[config.mk]
export PLATFORM = sky130hd
export DESIGN_NAME = mmcm_lock_sequencer_flat
export DESIGN_NICKNAME = d
export VERILOG_FILES = /design/src/rtl/mmcm_seq_pkg.sv /design/src/rtl/mmcm_lock_sequencer_if.sv /design/src/rtl/mmcm_seq_sync.sv /design/src/rtl/mmcm_lock_sequencer.sv /design/src/flat_wrapper.sv
export SDC_FILE = /design/constraint.sdc
export NUM_CORES = 1
export LEC_CHECK = 0
export ABC_AREA = 1
export CAP_MARGIN = 0
export CORE_AREA = 2 2 69 71
export CTS_CLUSTER_DIAMETER = 60
export CTS_CLUSTER_SIZE = 40
export DETAILED_ROUTE_END_ITERATION = 8
export DIE_AREA = 0 0 71 73
export PLACE_DENSITY_LB_ADDON = 0.1
export SLEW_MARGIN = 30
export SYNTH_ARGS = -nofsm -noshare
export SYNTH_HDL_FRONTEND = slang
export SYNTH_SLANG_ARGS = --single-unit
[constraint.sdc]
create_clock -name clk_i -period 2 [get_ports clk_i]
set_input_delay 0.4 -clock clk_i [delete_from_list [all_inputs] [get_ports clk_i]]
set_output_delay 0.4 -clock clk_i [all_outputs]
set_load 0.02 [all_outputs]
[src/rtl/mmcm_seq_pkg.sv]
// Shared types and constants for the MMCM lock sequencer and its status decoders.
package mmcm_seq_pkg;

  localparam int unsigned STATE_W = 3;

  typedef enum logic [STATE_W-1:0] {
    ST_RESET     = 3'd0,
    ST_WAIT_LOCK = 3'd1,
    ST_STABLE    = 3'd2,
    ST_READY     = 3'd3,
    ST_FAIL      = 3'd4
  } mmcm_seq_state_t;

  function automatic int unsigned max3(input int unsigned a, input int unsigned b,
                                       input int unsigned c);
    int unsigned m;
    m = (a > b) ? a : b;
    return (m > c) ? m : c;
  endfunction

  // Bits needed to count 0..n-1, never less than one.
  function automatic int unsigned cnt_w(input int unsigned n);
    return (n < 2) ? 1 : $clog2(n);
  endfunction

endpackage

[src/rtl/mmcm_lock_sequencer_if.sv]
// Control/status bundle between the MMCM lock sequencer (master) and its environment (slave).
interface mmcm_lock_sequencer_if
  import mmcm_seq_pkg::*;
#(
  parameter int unsigned NUM_MMCM  = 2,
  parameter int unsigned MAX_RETRY = 7,
  parameter int unsigned LOST_W    = 8
);
  logic [NUM_MMCM-1:0]             locked_i;
  logic                            restart_i;
  logic                            lost_clr_i;
  logic                            mmcm_rst_o;
  logic                            ready_o;
  logic                            fail_o;
  logic [STATE_W-1:0]              state_o;
  logic [cnt_w(MAX_RETRY+1)-1:0]   retry_cnt_o;
  logic [LOST_W-1:0]               lost_cnt_o;
  logic [NUM_MMCM-1:0]             lost_flags_o;

  modport master (
    input  locked_i, restart_i, lost_clr_i,
    output mmcm_rst_o, ready_o, fail_o, state_o, retry_cnt_o, lost_cnt_o, lost_flags_o
  );

  modport slave (
    output locked_i, restart_i, lost_clr_i,
    input  mmcm_rst_o, ready_o, fail_o, state_o, retry_cnt_o, lost_cnt_o, lost_flags_o
  );
endinterface

[src/rtl/mmcm_seq_sync.sv]
// Two-stage synchroniser for the raw MMCM LOCKED bits.
module mmcm_seq_sync #(
  parameter int unsigned WIDTH = 2
) (
  input  logic             clk_i,
  input  logic             rst_n_i,
  input  logic [WIDTH-1:0] d_i,
  output logic [WIDTH-1:0] q_o
);
  (* ASYNC_REG = "TRUE" *) logic [WIDTH-1:0] meta_q;
  (* ASYNC_REG = "TRUE" *) logic [WIDTH-1:0] sync_q;

  always_ff @(posedge clk_i or negedge rst_n_i) begin
    if (!rst_n_i) begin
      meta_q <= '0;
      sync_q <= '0;
    end else begin
      meta_q <= d_i;
      sync_q <= meta_q;
    end
  end

  assign q_o = sync_q;
endmodule

[src/rtl/mmcm_lock_sequencer.sv]
// MMCM reset/lock supervisor: reset pulse, lock wait with bounded retries, stability qualify.
// Optional sticky per-MMCM lock-loss flags built only when MMCM_SEQ_STICKY_EN is defined.
module mmcm_lock_sequencer
  import mmcm_seq_pkg::*;
#(
  parameter int unsigned NUM_MMCM      = 2,
  parameter int unsigned RESET_CYCLES  = 16,
  parameter int unsigned LOCK_TIMEOUT  = 65536,
  parameter int unsigned STABLE_CYCLES = 1024,
  parameter int unsigned MAX_RETRY     = 7,
  parameter int unsigned LOST_W        = 8
) (
  input  logic                 clk_i,
  input  logic                 rst_n_i,
  mmcm_lock_sequencer_if.master bus
);
  localparam int unsigned TW = cnt_w(max3(RESET_CYCLES, LOCK_TIMEOUT, STABLE_CYCLES));
  localparam int unsigned RW = cnt_w(MAX_RETRY + 1);

  logic [NUM_MMCM-1:0] lk_s;
  logic                all_locked;

  mmcm_seq_state_t state_q, state_d;
  logic [TW-1:0]     timer_q, timer_d;
  logic [RW-1:0]     retry_q, retry_d;
  logic [LOST_W-1:0] lost_q, lost_d;
  logic              mmcm_rst_q, ready_q, fail_q;

  mmcm_seq_sync #(.WIDTH(NUM_MMCM)) u_sync (
    .clk_i   (clk_i),
    .rst_n_i (rst_n_i),
    .d_i     (bus.locked_i),
    .q_o     (lk_s)
  );

  assign all_locked = &lk_s;

  // One shared timer: counts cycles spent in the current RESET/WAIT_LOCK/STABLE phase.
  always_comb begin
    state_d = state_q;
    timer_d = timer_q + 1'b1;
    retry_d = retry_q;
    lost_d  = lost_q;
    if (bus.restart_i) begin
      state_d = ST_RESET;
      timer_d = '0;
      retry_d = '0;
    end else begin
      unique case (state_q)
        ST_RESET: begin
          if (timer_q == TW'(RESET_CYCLES - 1)) begin
            state_d = ST_WAIT_LOCK;
            timer_d = '0;
          end
        end
        ST_WAIT_LOCK: begin
          if (all_locked) begin
            state_d = ST_STABLE;
            timer_d = '0;
          end else if (timer_q == TW'(LOCK_TIMEOUT - 1)) begin
            timer_d = '0;
            if (retry_q == RW'(MAX_RETRY)) begin
              state_d = ST_FAIL;
            end else begin
              retry_d = retry_q + 1'b1;
              state_d = ST_RESET;
            end
          end
        end
        ST_STABLE: begin
          if (!all_locked) begin
            state_d = ST_WAIT_LOCK;
            timer_d = '0;
          end else if (timer_q == TW'(STABLE_CYCLES - 1)) begin
            state_d = ST_READY;
            timer_d = '0;
          end
        end
        ST_READY: begin
          timer_d = '0;
          if (!all_locked) begin
            state_d = ST_RESET;
            if (lost_q != '1) lost_d = lost_q + 1'b1;
          end
        end
        ST_FAIL: timer_d = '0;
        default: begin
          state_d = ST_RESET;
          timer_d = '0;
        end
      endcase
    end
  end

  // Output flops decode the next state so they change on the same edge as state_q.
  always_ff @(posedge clk_i or negedge rst_n_i) begin
    if (!rst_n_i) begin
      state_q    <= ST_RESET;
      timer_q    <= '0;
      retry_q    <= '0;
      lost_q     <= '0;
      mmcm_rst_q <= 1'b1;
      ready_q    <= 1'b0;
      fail_q     <= 1'b0;
    end else begin
      state_q    <= state_d;
      timer_q    <= timer_d;
      retry_q    <= retry_d;
      lost_q     <= lost_d;
      mmcm_rst_q <= (state_d == ST_RESET) || (state_d == ST_FAIL);
      ready_q    <= (state_d == ST_READY);
      fail_q     <= (state_d == ST_FAIL);
    end
  end

  assign bus.state_o     = state_q;
  assign bus.mmcm_rst_o  = mmcm_rst_q;
  assign bus.ready_o     = ready_q;
  assign bus.fail_o      = fail_q;
  assign bus.retry_cnt_o = retry_q;
  assign bus.lost_cnt_o  = lost_q;

`ifdef MMCM_SEQ_STICKY_EN
  logic [NUM_MMCM-1:0] lk_prev_q, flags_q, flags_d;

  always_comb begin
    flags_d = flags_q;
    if (bus.lost_clr_i) flags_d = '0;
    if ((state_q == ST_STABLE) || (state_q == ST_READY)) flags_d = flags_d | (lk_prev_q & ~lk_s);
  end

  always_ff @(posedge clk_i or negedge rst_n_i) begin
    if (!rst_n_i) begin
      lk_prev_q <= '0;
      flags_q   <= '0;
    end else begin
      lk_prev_q <= lk_s;
      flags_q   <= flags_d;
    end
  end

  assign bus.lost_flags_o = flags_q;
`else
  assign bus.lost_flags_o = '0;
`endif
endmodule

[src/flat_wrapper.sv]
// flat-port wrapper written by rule: the top's interface ports become plain ports
module mmcm_lock_sequencer_flat import mmcm_seq_pkg::*;
#(
  parameter int unsigned NUM_MMCM      = 2,
  parameter int unsigned RESET_CYCLES  = 16,
  parameter int unsigned LOCK_TIMEOUT  = 65536,
  parameter int unsigned STABLE_CYCLES = 1024,
  parameter int unsigned MAX_RETRY     = 7,
  parameter int unsigned LOST_W        = 8
)
  (clk_i, rst_n_i, bus_locked_i, bus_restart_i, bus_lost_clr_i, bus_mmcm_rst_o, bus_ready_o, bus_fail_o, bus_state_o, bus_retry_cnt_o, bus_lost_cnt_o, bus_lost_flags_o);
  mmcm_lock_sequencer_if #(.NUM_MMCM(NUM_MMCM), .MAX_RETRY(MAX_RETRY), .LOST_W(LOST_W)) bus_i ();
  input  logic clk_i;
  input  logic rst_n_i;
  input wire logic [$bits(bus_i.locked_i)-1:0] bus_locked_i;
  input wire logic [$bits(bus_i.restart_i)-1:0] bus_restart_i;
  input wire logic [$bits(bus_i.lost_clr_i)-1:0] bus_lost_clr_i;
  output wire logic [$bits(bus_i.mmcm_rst_o)-1:0] bus_mmcm_rst_o;
  output wire logic [$bits(bus_i.ready_o)-1:0] bus_ready_o;
  output wire logic [$bits(bus_i.fail_o)-1:0] bus_fail_o;
  output wire logic [$bits(bus_i.state_o)-1:0] bus_state_o;
  output wire logic [$bits(bus_i.retry_cnt_o)-1:0] bus_retry_cnt_o;
  output wire logic [$bits(bus_i.lost_cnt_o)-1:0] bus_lost_cnt_o;
  output wire logic [$bits(bus_i.lost_flags_o)-1:0] bus_lost_flags_o;
  assign bus_i.locked_i = bus_locked_i;
  assign bus_i.restart_i = bus_restart_i;
  assign bus_i.lost_clr_i = bus_lost_clr_i;
  assign bus_mmcm_rst_o = bus_i.mmcm_rst_o;
  assign bus_ready_o = bus_i.ready_o;
  assign bus_fail_o = bus_i.fail_o;
  assign bus_state_o = bus_i.state_o;
  assign bus_retry_cnt_o = bus_i.retry_cnt_o;
  assign bus_lost_cnt_o = bus_i.lost_cnt_o;
  assign bus_lost_flags_o = bus_i.lost_flags_o;
  mmcm_lock_sequencer #(.NUM_MMCM(NUM_MMCM), .RESET_CYCLES(RESET_CYCLES), .LOCK_TIMEOUT(LOCK_TIMEOUT), .STABLE_CYCLES(STABLE_CYCLES), .MAX_RETRY(MAX_RETRY), .LOST_W(LOST_W)) u_core (.clk_i(clk_i), .rst_n_i(rst_n_i), .bus(bus_i));
endmodule
=== Word level (Yosys, flattened, before mapping) ===
Index checks and enable logic that the tools add are counted.

* Register bits after elaboration: 37
* Input port bits: 6
* Logic and storage cells: 56
* Output and inout bits: 19

* Equality and inequality tests: 13
* Bitwise logic cells: 2
* Add/subtract/negate cells: 3
* Reduce and logical (&&, ||, !) cells: 8
* Muxes and demuxes: 21

{| class="wikitable"
|+ Operator list
! operator !! number
|-
| 16-bit two-way mux || 6
|-
| 16-bit one-hot mux with 3 select lines || 1
|-
| 3-bit two-way mux || 13
|-
| 16-bit by 1-bit adder with 16-bit output (second input constant) || 1
|-
| 16-bit by 10-bit equality test with 1-bit output (second input constant) || 1
|-
| 16-bit equality test (second input constant) || 1
|-
| 16-bit by 4-bit equality test with 1-bit output (second input constant) || 1
|-
| 3-bit one-hot mux with 5 select lines || 1
|-
| 3-bit by 2-bit equality test with 1-bit output (second input constant) || 3
|-
| 3-bit equality test (second input constant) || 3
|-
| 8-bit by 1-bit adder with 8-bit output (second input constant) || 1
|-
| 8-bit inequality test (second input constant) || 1
|-
| 4-bit AND reduction || 2
|-
| 3-bit logical NOT || 2
|-
| 2-bit inequality test (second input constant) || 2
|-
| 2-bit nonzero test || 2
|-
| 3-bit by 1-bit adder with 3-bit output (second input constant) || 1
|-
| 3-bit by 1-bit equality test with 1-bit output (second input constant) || 1
|-
| 1-bit NOT || 2
|-
| 2-bit AND reduction || 1
|-
| 1-bit logical OR || 1
|}

=== Logic depth before layout (Yosys ltp) ===
* Depth in word-level cells: 8
* Mapped depth: 11
* Gate-level depth less buffers: 11

=== Hierarchy ===
Synthesis repeated with hierarchy kept, for this count alone.

* Cell total of the unflattened synthesis: 230
* Area, all modules: 1926.8 sq um

{| class="wikitable"
|+ By module, submodules not included
! module !! area an instance (sq um) !! cells each !! seq. area each (sq um) !! instances
|-
| mmcm_lock_sequencer || 1826.8 || 226 || 827.0 || 1
|-
| mmcm_seq_sync || 100.1 || 4 || 100.1 || 1
|}

=== Least setup slack after synthesis ===
OpenSTA, ideal clock, no wires.

* Kind: flip-flop to flip-flop
* Start: reg u_core.timer_q[0]
* End: reg u_core.timer_q[12]
* Data required time: 1.879 ns
* Path slack: 0.499 ns
* Buffers on the path: 1
* Setup time: 0.121 ns
* Arrival time: 1.381 ns
* Period minus slack after synthesis: 1.501 ns
* Stages on the path, launching flop included: 12
* Cell sequence: dfrtp_1 -> ha_1 -> nand2_1 -> nor2_1 -> nand3_2 -> inv_1 -> nand2_1 -> nand2_2 -> nand3_2 -> nand2_4 -> buf_12 -> nor2_2

* Word-level cells in the longest chain between the ends: 5
* Elaborated cells on any way between the ends: 11
* Those cells by class: add/sub: 1; eq/ne: 3; mux: 7

{| class="wikitable"
|+ Ends and longest elaborated chain
! element !! RTL line !! source
|-
| start: declaration || mmcm_lock_sequencer.sv:24 || <nowiki>logic [TW-1:0] timer_q, timer_d;</nowiki>
|-
| start signal: assignment || mmcm_lock_sequencer.sv:107 || <nowiki>timer_q <= timer_d;</nowiki>
|-
| 16-bit by 1-bit adder with 16-bit output, or another cell as far along || mmcm_lock_sequencer.sv:41 || <nowiki>timer_d = timer_q + 1'b1;</nowiki>
|-
| 16-bit two-way mux (on tied branches) || mmcm_lock_sequencer.sv:74, mmcm_lock_sequencer.sv:60 ||
|-
| 16-bit two-way mux (on tied branches) || mmcm_lock_sequencer.sv:71, mmcm_lock_sequencer.sv:57 ||
|-
| 16-bit one-hot mux with 3 select lines (*) || mmcm_lock_sequencer.sv:49 || <nowiki>unique case (state_q)</nowiki>
|-
| 16-bit two-way mux (*) || mmcm_lock_sequencer.sv:44 || <nowiki>if (bus.restart_i) begin</nowiki>
|-
| named net u_core.timer_d[12] || mmcm_lock_sequencer.sv:24 ||
|}

Mark *: on every way through the listed nets, which the timed path passes. The rest lies on a longest branch.
A chain may end at the register's enable or synchronous reset.

=== Worst setup path in the final report ===
* Start: reg u_core.state_q[2] (netlist: u_core.bus.state_o[2])
* End: out bus_state_o[2]

{| class="wikitable"
|+ RTL lines
! element !! RTL line !! source
|-
| start: declaration || mmcm_lock_sequencer.sv:23 || <nowiki>mmcm_seq_state_t state_q, state_d;</nowiki>
|-
| start signal: assignment || mmcm_lock_sequencer.sv:106 || <nowiki>state_q <= state_d;</nowiki>
|-
| end: declaration || flat_wrapper.sv:21 || <nowiki>output wire logic [$bits(bus_i.state_o)-1:0] bus_state_o;</nowiki>
|}

No word-level cell between the ends.

==> results.py <==
metrics = {
    "clocking": {
        "cts_resized": 0,
        "insertion_delay_ns": 0.29,
        "path_clk_slew_ns": 0.07,
        "htree_levels": 2,
        "post_cts_buffers": 0,
        "cts_buffer_depth": 2,
        "numCtsBuffers": 5,
        "clockRootBuffer": "clkbuf_8",
        "clock_sinks": 37,
        "cts_tree": "done",
        "cts_hold_buffers": 0,
    },
    "logic_synthesis": {
        "netlist_area_um2": 1950,
        "yosys.cell_types.count": 27,
        "seq_area_frac_synth_pct": 47.6,
        "yosysWarningCount": 0,
        "ys_ff_latch": 37,
        "synthCells": 228,
        "synth.avg_cell_area_um2": 8.54,
    },
    "route": {
        "wl_per_cell_um": 10.9,
        "drt-initial-drc-count": 38,
        "first_pass_iters": 2,
        "drt-total-wl_mm": 3.39,
        "vias": 1423,
        "routed_via_density": 4.58,
        "drcViolationCount": 0,
        "antenna_left": 0,
    },
    "sta": {
        "drv_slew": 0,
        "setup_viol": 0,
        "max_freq_mhz": 529,
        "finalHoldViolations": 0,
        "finClkSkew_ns": 0.00428,
        "period_share_pct": 94.5,
        "tns_ns": 0,
        "post-route-min-period_ns": 1.89,
        "hold_ws_ns": 0.0371,
        "rsz0062_at_grt": "false",
    },
    "global_routing": {
        "antenna_found_initial": 0,
        "grt_start_max_net_pins": 22,
        "grt_pass1_vias": 1356,
        "gr-total-overflow": 0,
        "grt_first_pass_wirelength_mm": 5.93,
        "grt_usage_pct": 14.8,
    },
    "placement": {
        "gp_congestion": 0.745,
        "dp.final_hpwl_mm": 2.54,
        "io_buffers": 21,
        "placed_cells": 303,
        "placed_area_um2": 2220,
    },
    "critical_path": {
        "crit_path_start_kind": "flop",
        "arrival_ns": 1.49,
        "cp_top_family": "buffers and inverters",
        "crit_fanout": 7,
        "path_class": "flop to primary output",
        "critPathCaptureType": "primary output",
        "cp_slowest_cell": "clkdlybuf4s50_1",
        "rr_worst_depth": 10,
        "critPathMaxStageDelay_ns": 0.67,
        "critPathBufInv": 1,
        "crit_cells": 1,
        "critPathRequiredTime_ns": 1.60,
        "crit_chain": "clkdlybuf4s50_1",
    },
    "hold_path": {
        "hold_path_class": "input pin to asynchronous set/reset pin",
    },
    "cells_and_area": {
        "syn_to_final_growth_pct": 19.0,
        "drive_gt1_share_pct": 13.6,
        "fin_area_um2": 2320,
        "antenna_cells": 0,
        "fin_cells": 311,
        "nets": 266,
    },
    "die": {
        "row_count": 25,
        "initial_core_util_pct": 42.9,
        "core_um2": 4540,
        "die_w_um": 71,
        "die_area_um2": 5180,
        "io_pins": 25,
        "fp.dieH_um": 73,
    },
    "run_status": {
        "status": "finished, final reports clean",
    },
    "flow_run": {
        "max_cap_violations": 0,
    },
    "power": {
        "vdd_drop_max_mv": 0.423,
        "p_leak_uw": 0.00110,
        "cellPowerDensity_nw_per_um2": 601,
    },
}
[metrics by stage]
step	setup slack (ns)	power, uW	util (%)
finish	0.111	1390	51.1
global route	0.0676	1450	51.1
CTS	0.104	1420	51.1
detailed placement	0.152	836	48.9
global placement	0.173	836	48.9
floorplan	0.499	809	-
[cell families after synthesis]
kind of cell	synth area share [%]
AO/OA/AOI/OAI	1.16
XOR/XNOR	8.55
adder cells (fa/ha/maj)	2.57
buffers and inverters	7.39
flip-flops	47.6
other	0.193
AND/OR/NAND/NOR	32.5
[final cells by class]
type / instances / area, um2
Timing Repair Buffer: 23 / 233
Clock inverter: 1 / 5.00
Multi-Input combinational cell: 160 / 880
Fill cell: 444 / 2220
Clock buffer: 7 / 96.3
Tap cell: 54 / 67.6
Inverter: 29 / 109
Sequential cell: 37 / 927
[worst reg2reg max path: stages, from the launching register on]
cell and delay (ns):
dfrtp_1 0.38, ha_1 0.21, nand2_1 0.07, nor2_1 0.11
nand3_2 0.12, inv_1 0.11, nand2_1 0.11, nand2_2 0.09
nand3_2 0.10, nand2_4 0.22, nor2_1 0.07
[flip-flops by register name, summed over array words and instances, names as in the netlist]
name	flops
u_core.bus.fail_o	1
u_core.bus.lost_cnt_o	8
u_core.bus.mmcm_rst_o	1
u_core.bus.ready_o	1
u_core.bus.retry_cnt_o	3
u_core.bus.state_o	3
u_core.timer_q	16
u_core.u_sync.meta_q	2
u_core.u_sync.q_o	2
[where the power goes]
part           total, uW  internal (uW)  switching [uW]
Sequential           762            757            4.90
Clock                574            311             263
Combinational       57.3           18.5            38.8
[layout by cell type, fill, tap and decap left out, types with 2 or more instances in the layout]
cell              n
nand2_2           4
nor2_1           33
nand2_1          46
nand4_1           6
xor2_1           15
conb_1            2
nor3_1            3
dfrtp_1          36
ha_1              4
clkdlybuf4s50_1  20
nand3_1          20
nor2_2           12
clkbuf_8          7
nand3_2           2
xnor2_1           4
a21oi_1           2
inv_1            27
[synthesized netlist by cell type]
| cell | instances | area, um2 |
|---|---|---|
| nand3_2 | 2 | 20.0 |
| o21bai_1 | 1 | 7.51 |
| nand3_1 | 20 | 100 |
| o21ai_0 | 1 | 5.00 |
| nand2_2 | 4 | 25.0 |
| dfstp_2 | 1 | 26.3 |
| nand4_1 | 6 | 37.5 |
| nand3b_1 | 1 | 7.51 |
| nor2_4 | 1 | 11.3 |
| nor2_2 | 12 | 75.1 |
| nand2_4 | 1 | 11.3 |
| nor3_1 | 3 | 15.0 |
| nor4_2 | 1 | 12.5 |
| buf_4 | 2 | 15.0 |
| nor2_1 | 33 | 124 |
| dfrtp_1 | 36 | 901 |
| nor4_4 | 1 | 21.3 |
| ha_1 | 4 | 50.1 |
| a21oi_1 | 2 | 10.0 |
| clkinv_1 | 1 | 3.75 |
| xor2_1 | 15 | 131 |
| conb_1 | 1 | 3.75 |
| inv_1 | 27 | 101 |
| xnor2_1 | 4 | 35.0 |
| buf_12 | 1 | 20.0 |
| nand2_1 | 46 | 173 |
| inv_2 | 1 | 3.75 |
[routing by layer]
metal,global-route usage [%],wire (um),vias to the layer above
met2,23.4,1490,17
met1,18.5,1700,640
li1,-,-,761
met3,4.56,123,5
met5,0,0,-
met4,6.92,71,0
[final timing paths]
path	slack (ns)	endpoint	startpoint
setup / recovery	0.11	bus_state_o[2]	u_core.bus.state_o[2]
hold / removal	0.04	u_core.timer_q[6]	rst_n_i
setup reg to reg	0.30	u_core.timer_q[15]	u_core.timer_q[0]
hold reg to reg	0.35	u_core.u_sync.q_o[1]	u_core.u_sync.meta_q[1]
max in group asynchronous	1.51	u_core.bus.state_o[1]	rst_n_i
min in group clk_i	0.35	u_core.u_sync.q_o[1]	u_core.u_sync.meta_q[1]
(Power assumes the default switching activity.)
